--- src/rtl/if_id_fetch_if.sv ---
// Instruction-memory request/response bus between the fetch stage and imem.
interface if_id_fetch_if;
  logic        imem_req;
  logic [31:0] imem_addr;
  logic [31:0] imem_rdata;
  logic        imem_ready;

  modport master (output imem_req, output imem_addr, input imem_rdata, input imem_ready);
  modport slave  (input imem_req, input imem_addr, output imem_rdata, output imem_ready);
endinterface

--- src/rtl/if_id_fetch.sv ---
// Fetch stage plus IF/ID pipeline register. One request outstanding at a time;
// a skid buffer parks a response that lands during a stall, and DRAIN waits out
// a request that was in flight when a redirect arrived.
`default_nettype none
module if_id_fetch #(
  parameter logic [31:0] RESET_PC = 32'h0000_0000
) (
  input  wire logic        clk,
  input  wire logic        rst_n,
  input  wire logic        stall,
  input  wire logic        flush,
  input  wire logic [31:0] Branch_Target,
  if_id_fetch_if.master    imem,
  output logic [31:0]      IF_ID_Instr,
  output logic [31:0]      IF_ID_PC4,
  output logic             IF_ID_Valid,
  output logic [4:0]       IF_ID_RegRs,
  output logic [4:0]       IF_ID_RegRt
);

  typedef enum logic [1:0] {FETCH, HOLD, DRAIN} fetchState_t;

  fetchState_t state, stateNxt;
  logic [31:0] pc, pcNxt;
  logic [31:0] fetchAddr, fetchAddrNxt;
  logic [31:0] skidBuf, skidBufNxt;
  logic [31:0] instrQ, instrNxt;
  logic [31:0] pc4Q, pc4Nxt;
  logic        validQ, validNxt;
  logic        reqEn;
  logic [31:0] pcPlus4;
  logic        rsp;

  // No request is driven while in reset; requests start on the first edge after.
  assign imem.imem_req  = reqEn && (state != HOLD);
  assign imem.imem_addr = fetchAddr;

  assign pcPlus4 = pc + 32'd4;
  // A ready with no request outstanding is not a response.
  assign rsp     = imem.imem_ready && imem.imem_req;

  assign IF_ID_Instr = instrQ;
  assign IF_ID_PC4   = pc4Q;
  assign IF_ID_Valid = validQ;
  assign IF_ID_RegRs = instrQ[25:21];
  assign IF_ID_RegRt = instrQ[20:16];

  // Next-state and next-register logic; flush outranks stall and imem_ready.
  always_comb begin
    stateNxt     = state;
    pcNxt        = pc;
    fetchAddrNxt = fetchAddr;
    skidBufNxt   = skidBuf;
    instrNxt     = instrQ;
    pc4Nxt       = pc4Q;
    validNxt     = validQ;
    unique case (state)
      FETCH: begin
        if (flush) begin
          instrNxt   = 32'h0;
          validNxt   = 1'b0;
          pcNxt      = Branch_Target;
          skidBufNxt = 32'h0;
          if (rsp) fetchAddrNxt = Branch_Target;  // response discarded, redirect now
          else     stateNxt     = DRAIN;          // old request still in flight
        end else if (rsp) begin
          if (stall) begin
            skidBufNxt = imem.imem_rdata;
            stateNxt   = HOLD;
          end else begin
            instrNxt     = imem.imem_rdata;
            pc4Nxt       = pcPlus4;
            validNxt     = 1'b1;
            pcNxt        = pcPlus4;
            fetchAddrNxt = pcPlus4;
          end
        end else if (!stall) begin
          instrNxt = 32'h0;
          validNxt = 1'b0;
        end
      end
      HOLD: begin
        if (flush) begin
          instrNxt     = 32'h0;
          validNxt     = 1'b0;
          pcNxt        = Branch_Target;
          fetchAddrNxt = Branch_Target;
          skidBufNxt   = 32'h0;
          stateNxt     = FETCH;
        end else if (!stall) begin
          instrNxt     = skidBuf;
          pc4Nxt       = pcPlus4;
          validNxt     = 1'b1;
          pcNxt        = pcPlus4;
          fetchAddrNxt = pcPlus4;
          stateNxt     = FETCH;
        end
      end
      DRAIN: begin
        // IF/ID stays a bubble until the stale response has been swallowed.
        instrNxt = 32'h0;
        validNxt = 1'b0;
        if (flush) pcNxt = Branch_Target;
        if (rsp) begin
          // A redirect landing on the same cycle as the stale response wins,
          // so fetchAddr never diverges from PC once back in FETCH.
          fetchAddrNxt = flush ? Branch_Target : pc;
          stateNxt     = FETCH;
        end
      end
      default: stateNxt = FETCH;
    endcase
  end

  // State and pipeline registers; reset abandons everything, including DRAIN.
  always_ff @(posedge clk or negedge rst_n) begin
    if (!rst_n) begin
      state     <= FETCH;
      pc        <= RESET_PC;
      fetchAddr <= RESET_PC;
      skidBuf   <= 32'h0;
      instrQ    <= 32'h0;
      pc4Q      <= 32'h0;
      validQ    <= 1'b0;
      reqEn     <= 1'b0;
    end else begin
      state     <= stateNxt;
      pc        <= pcNxt;
      fetchAddr <= fetchAddrNxt;
      skidBuf   <= skidBufNxt;
      instrQ    <= instrNxt;
      pc4Q      <= pc4Nxt;
      validQ    <= validNxt;
      reqEn     <= 1'b1;
    end
  end

endmodule
`default_nettype wire
--- src/flat_wrapper.sv ---
// flat-port wrapper written by rule: the top's interface ports become plain ports
module if_id_fetch_flat 
#(
  parameter logic [31:0] RESET_PC = 32'h0000_0000
)
  (clk, rst_n, stall, flush, Branch_Target, IF_ID_Instr, IF_ID_PC4, IF_ID_Valid, IF_ID_RegRs, IF_ID_RegRt, imem_imem_req, imem_imem_addr, imem_imem_rdata, imem_imem_ready);
  if_id_fetch_if imem_i ();
  input  wire logic clk;
  input  wire logic rst_n;
  input  wire logic stall;
  input  wire logic flush;
  input  wire logic [31:0] Branch_Target;
  output logic [31:0] IF_ID_Instr;
  output logic [31:0] IF_ID_PC4;
  output logic IF_ID_Valid;
  output logic [4:0] IF_ID_RegRs;
  output logic [4:0] IF_ID_RegRt;
  output wire logic [$bits(imem_i.imem_req)-1:0] imem_imem_req;
  output wire logic [$bits(imem_i.imem_addr)-1:0] imem_imem_addr;
  input wire logic [$bits(imem_i.imem_rdata)-1:0] imem_imem_rdata;
  input wire logic [$bits(imem_i.imem_ready)-1:0] imem_imem_ready;
  assign imem_imem_req = imem_i.imem_req;
  assign imem_imem_addr = imem_i.imem_addr;
  assign imem_i.imem_rdata = imem_imem_rdata;
  assign imem_i.imem_ready = imem_imem_ready;
  if_id_fetch #(.RESET_PC(RESET_PC)) u_core (.clk(clk), .rst_n(rst_n), .stall(stall), .flush(flush), .Branch_Target(Branch_Target), .imem(imem_i), .IF_ID_Instr(IF_ID_Instr), .IF_ID_PC4(IF_ID_PC4), .IF_ID_Valid(IF_ID_Valid), .IF_ID_RegRs(IF_ID_RegRs), .IF_ID_RegRt(IF_ID_RegRt));
endmodule
--- config.mk ---
export PLATFORM = sky130hd
export DESIGN_NAME = if_id_fetch_flat
export DESIGN_NICKNAME = d
export VERILOG_FILES = /design/src/rtl/if_id_fetch_if.sv /design/src/rtl/if_id_fetch.sv /design/src/flat_wrapper.sv
export SDC_FILE = /design/constraint.sdc
export NUM_CORES = 1
export LEC_CHECK = 0
export CORE_MARGIN = 2
export CORE_UTILIZATION = 45
export DETAILED_ROUTE_END_ITERATION = 10
export GPL_TIMING_DRIVEN = 0
export PLACE_DENSITY = 0.72
export SLEW_MARGIN = 20
export SYNTH_ARGS = -nofsm -noshare
export SYNTH_HDL_FRONTEND = slang
export SYNTH_SLANG_ARGS = --single-unit
--- constraint.sdc ---
create_clock -name clk -period 5.9 [get_ports clk]
set_clock_uncertainty 0.15 [all_clocks]
set_input_delay 1.475 -clock clk [delete_from_list [all_inputs] [get_ports clk]]
set_output_delay 1.475 -clock clk [all_outputs]
set_load 0.1 [all_outputs]
Word level (Yosys, flattened, before mapping) --
Cells that the tools add are included.
Storage, ports and cells: bits in registers 164, input bits 69, output and inout port bits 108, word-level logic and storage cells 79
Cells by class: $add $sub $neg 1, equality and inequality tests 14, mux-type cells 44, reductions and logical operators 12
Operator list (count):
- two-way mux 32 bit | 25
- case mux 32 bit (3 select lines) | 3
- case mux 32 bit (2 select lines) | 2
- adder 32 x 3 -> 32 bit (second input constant) | 1
- two-way mux 2 bit | 7
- inequality test 3 bit (second input constant) | 4
- AND reduction 4 bit | 2
- inequality test 2 x 1 -> 1 bit (second input constant) | 3
- inequality test 2 bit (second input constant) | 3
- case mux 2 bit (3 select lines) | 1
- AND reduction 3 bit | 2
- two-way mux 1 bit | 5
- AND reduction 5 bit | 1
- inequality test 4 x 3 -> 1 bit (second input constant) | 1
- AND reduction 2 bit | 2
- inequality test 3 x 2 -> 1 bit (second input constant) | 1
- case mux 1 bit (3 select lines) | 1
- nonzero test 3 bit | 1
- equality test 2 x 1 -> 1 bit (second input constant) | 1
- equality test 2 bit (second input constant) | 1
- logical AND 1 bit | 2
- logical NOT 2 bit | 1
- nonzero test 2 bit | 1

Depth between registers and ports, before layout --
Gate-level depths: netlist (run 1).
depth in word-level cells 6, mapped depth 9, mapped depth without buffers 7

Worst setup path after synthesis (run 1) --
Ideal clock, no wire load.
path kind register to output, from reg u_core.state[1], to out imem_imem_req, data arrival time 2100 ps, data required time 4275 ps, slack 2175 ps, stages on the path, launching flop included 4, path buffers 0, cells stage by stage dfrtp_1 > inv_1 > ha_1 > nor2b_1
On the way: word-level cells in the longest chain between the ends 2
Ends and longest elaborated chain:
- start, declared | RTL line if_id_fetch.sv:23 | fetchState_t state, stateNxt;
- start signal, assigned | RTL line if_id_fetch.sv:127 | state <= stateNxt;
- inequality test 2 x 1 -> 1 bit | RTL line if_id_fetch.sv:35 | assign imem.imem_req = reqEn && (state != HOLD);
- logical AND 1 bit | RTL line if_id_fetch.sv:35
- end, declared | RTL line flat_wrapper.sv:18 | output wire logic [$bits(imem_i.imem_req)-1:0] imem_imem_req;
No other way between the ends.

Final worst setup path (run 1) --
Same ends and word-level chain as after synthesis.

==> out/metrics.cfg, run 1 <==
[cts]
cts_buffers=17
hold_buffers=0
cts.clk_slew.worst_paths_ps=60
clockBufferDepth=2
clock-root-buffer=clkbuf_16
clk_latency_ps=430
cts.repair.resized=0
cts_tree=done
ctsHtreeMaxLevel=4
postCtsSetupBuffers=0
clock_sinks=164

[die]
dieArea_um2=19700
core-area_um2=18100
die_w_um=140
floorplan.initialDensity=0.463
io_pins=177
core.rowCount=49
die_y_um=140

[timing]
fmax_mhz=235
layout_min_cycle_time_ps=4250
tns_ps=0
maxSlewHeadroom=0.293
worst_slew_pin_slew_ps=1060
finalSetupViolations=0
hold_violations=0
post-route-period-util=0.720
slew_violations=0
fin_ws_ps=1650
rsz0062_at_grt=no

[finish]
final_common_cell=clkdlybuf4s50_1
final_cells=1357
syn_to_final_growth_pct=31.6
fin_area_um2=11000
n_antenna_cell=0
final_cell_mix=174 x clkdlybuf4s50_1, 164 x dfrtp_1, 163 x nand2_1
layout.nets=1191
drive_above_1_share=0.0780

[setup_path]
endpoint_kind=primary output
path_max_fanout=10
startpoint_type=register
arrival_ps=2620
cp_data_required_time_ps=4280
crit_type=register to primary output

[synthesis]
synth_enable_flop_cells=0
ys.flop_type=dfrtp_1
synth-seq-area-share=0.490
syn_inst=922
ys_ff_latch=164
synthesis.area_um2=8370
yosysUniqueCellTypes=62
yosysWarnings=0
async_flop_share=1.00
syn_nets=996
syn_area_per_cell_um2=9.08

[grt]
grt_first_pass_wirelength_um=40200
first_global_vias=7676
use_met2=0.410
grt_usage=0.257
grt_max_degree=99
grt-busiest-layer=met2
grt.met1_usage=0.335
globalRouteMet3Util=0.0639
antenna_found_initial=0
overflow=0

[route]
drc=0
firstDrtPassIters=5
wire_per_inst_um=18.4
wirelength_um=25000
vias=7739
drtAntennaViolNets=0
vias_per_cell=5.70
drtIter0Drc=627

[placed_design]
gp_congestion=0.920
io_buffers=175
dpl_cell_area_um2=10400
hpwl_um=18000
placed_cells=1327
pre_cts_ws_ps=2020

[hold_path]
hold_path_class=register to register

[outcome]
outcome=complete, no violations

[job]
drv_cap=0

==> layer usage <==
metal,share of wire,vias up
met5,0,-
met4,0.033,0
met3,0.078,56
met2,0.46,319
met1,0.43,3726
li1,-,3638
==> layout make-up <==
cell class	count	area, um2
plain buffers	90	428
inverters	11	41.3
well taps	229	287
clock buffers	21	470
flip-flops and latches	164	4100
multi-input cells	657	3800
clock inverters	9	105
fillers	1610	7070
repair buffers	176	1780
==> flip-flops by register name (all words and copies together) (netlist names) <==
signal / count
u_core.IF_ID_Valid: 1
u_core.pc: 32
u_core.IF_ID_Instr: 32
u_core.state: 2
u_core.reqEn: 1
u_core.IF_ID_PC4: 32
u_core.imem.imem_addr: 32
u_core.skidBuf: 32
==> metrics by stage <==
step,utilization,hold WS (ps)
global placement,0.576,311
global route,0.609,347
floorplan,-,301
detailed placement,0.577,319
CTS,0.609,333
finish,0.609,328
==> critical path, cell delays in order (launching register included) <==
cell             delay, ps
dfrtp_1                470
inv_1                  100
ha_1                   300
nor2b_1                140
clkdlybuf4s50_1       1180
==> cell usage after synthesis (5+ instances only) <==
| cell type | instances | area [um2] |
|---|---|---|
| nor2_1 | 73 | 274 |
| xor2_1 | 18 | 158 |
| nand2_1 | 163 | 612 |
| o21ai_1 | 5 | 25.0 |
| mux2_2 | 8 | 90.1 |
| mux2i_1 | 13 | 130 |
| a31oi_1 | 5 | 31.3 |
| a21oi_1 | 49 | 245 |
| buf_1 | 6 | 22.5 |
| nor3_1 | 16 | 80.1 |
| buf_2 | 15 | 75.1 |
| o21ai_0 | 98 | 490 |
| clkbuf_1 | 52 | 195 |
| ha_1 | 5 | 62.6 |
| nand4_1 | 18 | 113 |
| nor2b_1 | 8 | 50.1 |
| a22oi_1 | 5 | 37.5 |
| a22o_1 | 5 | 43.8 |
| dfrtp_1 | 164 | 4100 |
| nand3_1 | 12 | 60.1 |
| xnor2_1 | 26 | 228 |
| buf_4 | 15 | 113 |
| a32oi_1 | 32 | 280 |
| inv_1 | 10 | 37.5 |
| o31ai_1 | 19 | 143 |
| nor4_1 | 16 | 100 |
==> cell families after synthesis <==
kind of cell               synth area share
AOI/OAI and AO/OA                     0.185
xor gates and xnor gates             0.0460
adders and majority gates           0.00747
buffers and inverters                0.0560
DFF                                   0.490
muxes                                0.0263
other                              0.000448
and+or+nand+nor                       0.189
==> worst paths after layout <==
| kind | from | to | slack, ps | depth (start not counted) |
|---|---|---|---|---|
| max | u_core.state[1] | imem_imem_req | 1650 | 4 |
| min | u_core.imem.imem_addr[1] | u_core.imem.imem_addr[1] | 330 | 2 |
| max reg2reg | u_core.state[1] | u_core.imem.imem_addr[1] | 3040 | 7 |
| min reg2reg | u_core.imem.imem_addr[1] | u_core.imem.imem_addr[1] | 330 | 2 |
| max in group asynchronous | rst_n | u_core.IF_ID_Instr[25] | 3860 | 2 |
| min in group asynchronous | rst_n | u_core.IF_ID_PC4[4] | 940 | 1 |
Power of run 1 is left out: the tool's default activity adds up to more than one toggle a clock period on the data nets, which glitch-free logic cannot reach.
==> run 2: changes to the inputs <==
--- a/config.mk
+++ b/config.mk
@@ -9,7 +9,7 @@
 export CORE_UTILIZATION = 45
 export DETAILED_ROUTE_END_ITERATION = 10
 export GPL_TIMING_DRIVEN = 0
-export PLACE_DENSITY = 0.72
+export PLACE_DENSITY = 0.75
 export SLEW_MARGIN = 20
 export SYNTH_ARGS = -nofsm -noshare
 export SYNTH_HDL_FRONTEND = slang
==> constraint.sdc (replaced) <==
create_clock -name clk -period 3.75 [get_ports clk]
set_clock_uncertainty 0.15 [all_clocks]
set_input_delay 0.9375 -clock clk [delete_from_list [all_inputs] [get_ports clk]]
set_output_delay 0.9375 -clock clk [all_outputs]
set_load 0.1 [all_outputs]
==> run 2 against run 1 <==
Via count shrank 0.31%. Utilization grew 0.22 points. Design area grew 0.36%. Worst setup slack lost 1400 ps. Critical path depth is the same. Count of clock-buffer cells in the layout shrank 2. Worst hold slack lost 31 ps. Routed wire length shrank 1.5%.
==> out/metrics.cfg, run 2 (same netlist as run 1, synthesis figures left out) <==
[outcome]
outcome=complete, no violations

[timing]
rsz0062_at_grt=no
hold_violations=0  ; unchanged
worst_slew_pin_slew_ps=1080  ; +19.2 ps
slew_violations=0  ; unchanged
fin_ws_ps=292  ; -1360 ps
layout_min_cycle_time_ps=3460
tns_ps=0  ; unchanged
post-route-period-util=0.922
finalSetupViolations=0  ; unchanged
fmax_mhz=289
maxSlewHeadroom=0.280  ; -0.0128

[finish]
layout.nets=1191  ; unchanged
drive_above_1_share=0.0788  ; +0.000747
final_cell_mix=173 x clkdlybuf4s50_1, 164 x dfrtp_1, 163 x nand2_1
final_common_cell=clkdlybuf4s50_1
fin_area_um2=11100  ; +0.36%
final_util=0.611  ; +0.00221
n_antenna_cell=0  ; unchanged
syn_to_final_growth_pct=32.1

[setup_path]
endpoint_kind=primary output
cpPeakStageDelay_ps=900  ; -280 ps
crit_type=register to primary output
ff2ff_setup_slack_ps=930  ; -2110 ps
path_max_fanout=10  ; unchanged
crit_slowest_cell=dlygate4sd2_1
cp_cell_sequence=inv_1, ha_1, nor2b_1, dlygate4sd2_1
crit_buf_inv=2  ; unchanged
arrival_ps=2370  ; -250 ps
cp_data_required_time_ps=2660  ; -1620 ps
startpoint_type=register
r2r-end=u_core.imem.imem_addr[1]
rr_startpoint=u_core.state[1]
reg2reg_depth=7  ; unchanged
cp_top_family=buffers and inverters

[cts]
cts_tree=done
clk_latency_ps=430  ; about the same
ctsHtreeMaxLevel=4  ; unchanged
clock_sinks=164  ; unchanged
clock-root-buffer=clkbuf_16
hold_buffers=0  ; unchanged
cts.clk_slew.worst_paths_ps=60  ; about the same
clockBufferDepth=2  ; unchanged
cts_buffers=17  ; unchanged

[route]
vias_per_cell=5.68  ; -0.46%
drtAntennaViolNets=0  ; unchanged
drc=0  ; unchanged
wirelength_um=24600  ; -1.5%
drtIter0Drc=727  ; +16%
firstDrtPassIters=5  ; unchanged
vias=7715  ; -0.31%
wire_per_inst_um=18.1  ; -1.6%

[die]
core-area_um2=18100  ; unchanged
core.rowCount=49  ; unchanged
die_y_um=140  ; unchanged
dieArea_um2=19700  ; unchanged
floorplan.initialDensity=0.463  ; unchanged
die_w_um=140  ; unchanged
io_pins=177  ; unchanged

[placed_design]
gp_congestion=0.924  ; +0.38%
dpl_cell_area_um2=10400  ; unchanged
io_buffers=175  ; unchanged
hpwl_um=17800  ; -1.1%
pre_cts_ws_ps=444  ; -1580 ps

[grt]
grt_first_pass_wirelength_um=39700  ; -1.3%
overflow=0  ; unchanged
antenna_found_initial=0  ; unchanged
first_global_vias=7435  ; -3.1%
grt_usage=0.253  ; -0.00440
grt_max_degree=98  ; -1.0%

[hold_path]
hold_path_class=input pin to async pin

[job]
drv_cap=0  ; unchanged

## run 2: cell count changes in the layout (fill, tap and decap cells not counted), sizes merged
cell / previous run / this run
bufinv: 2 / 4
clkbuf: 73 / 71
dlygate4sd2: 0 / 1
clkinvlp: 4 / 0
clkdlybuf4s50: 174 / 173
clkinv: 4 / 10
## run 2: per-stage QoR
step                hold WS [ps]  cells
global route                 344   1359
CTS                          327   1359
detailed placement           320   1327
global placement             312   1326
finish                       296   1359
floorplan                    301    922
## run 2: worst max-delay path by stage
stage / start / to / cells past startpoint
after global placement: rst_n / u_core.skidBuf[20] / 1
after global routing: u_core.state[1] / imem_imem_req / 4
after floorplan: u_core.state[1] / imem_imem_req / 3
final: u_core.state[1] / imem_imem_req / 4
after detailed placement: stall / u_core.IF_ID_Instr[19] / 7
after CTS: u_core.state[1] / imem_imem_req / 4
## run 2: what timing repair did
action,CTS,global route
setup buffers,0,0
setup endpoints to repair,1,0
gates resized for setup,1,0
## run 2: layout make-up
class,instances,area (um2)
well taps,229,287
flip-flops and latches,164,4100
clock inverters,13,184
repair buffers,176,1780
clock buffers,19,433
fillers,1558,7030
multi-input cells,657,3800
inverters,11,41.3
plain buffers,90,428
## run 2: routing by layer
| metal | track usage | wire length [um] | vias to the layer above |
|---|---|---|---|
| met5 | 0 | 0 | - |
| met4 | 0.104 | 792 | 0 |
| met3 | 0.0643 | 2070 | 54 |
| met2 | 0.397 | 11400 | 334 |
| met1 | 0.336 | 10400 | 3690 |
| li1 | - | - | 3637 |
## run 2: worst reg2reg max path, stage by stage (launching register included)
cell and delay (ps):
dfrtp_1 480, inv_1 120, ha_1 320, and3b_1 210, clkbuf_1 150, a22oi_2 480, clkbuf_1 570, o21ai_0 190
Power of run 2 is left out for the same reason.
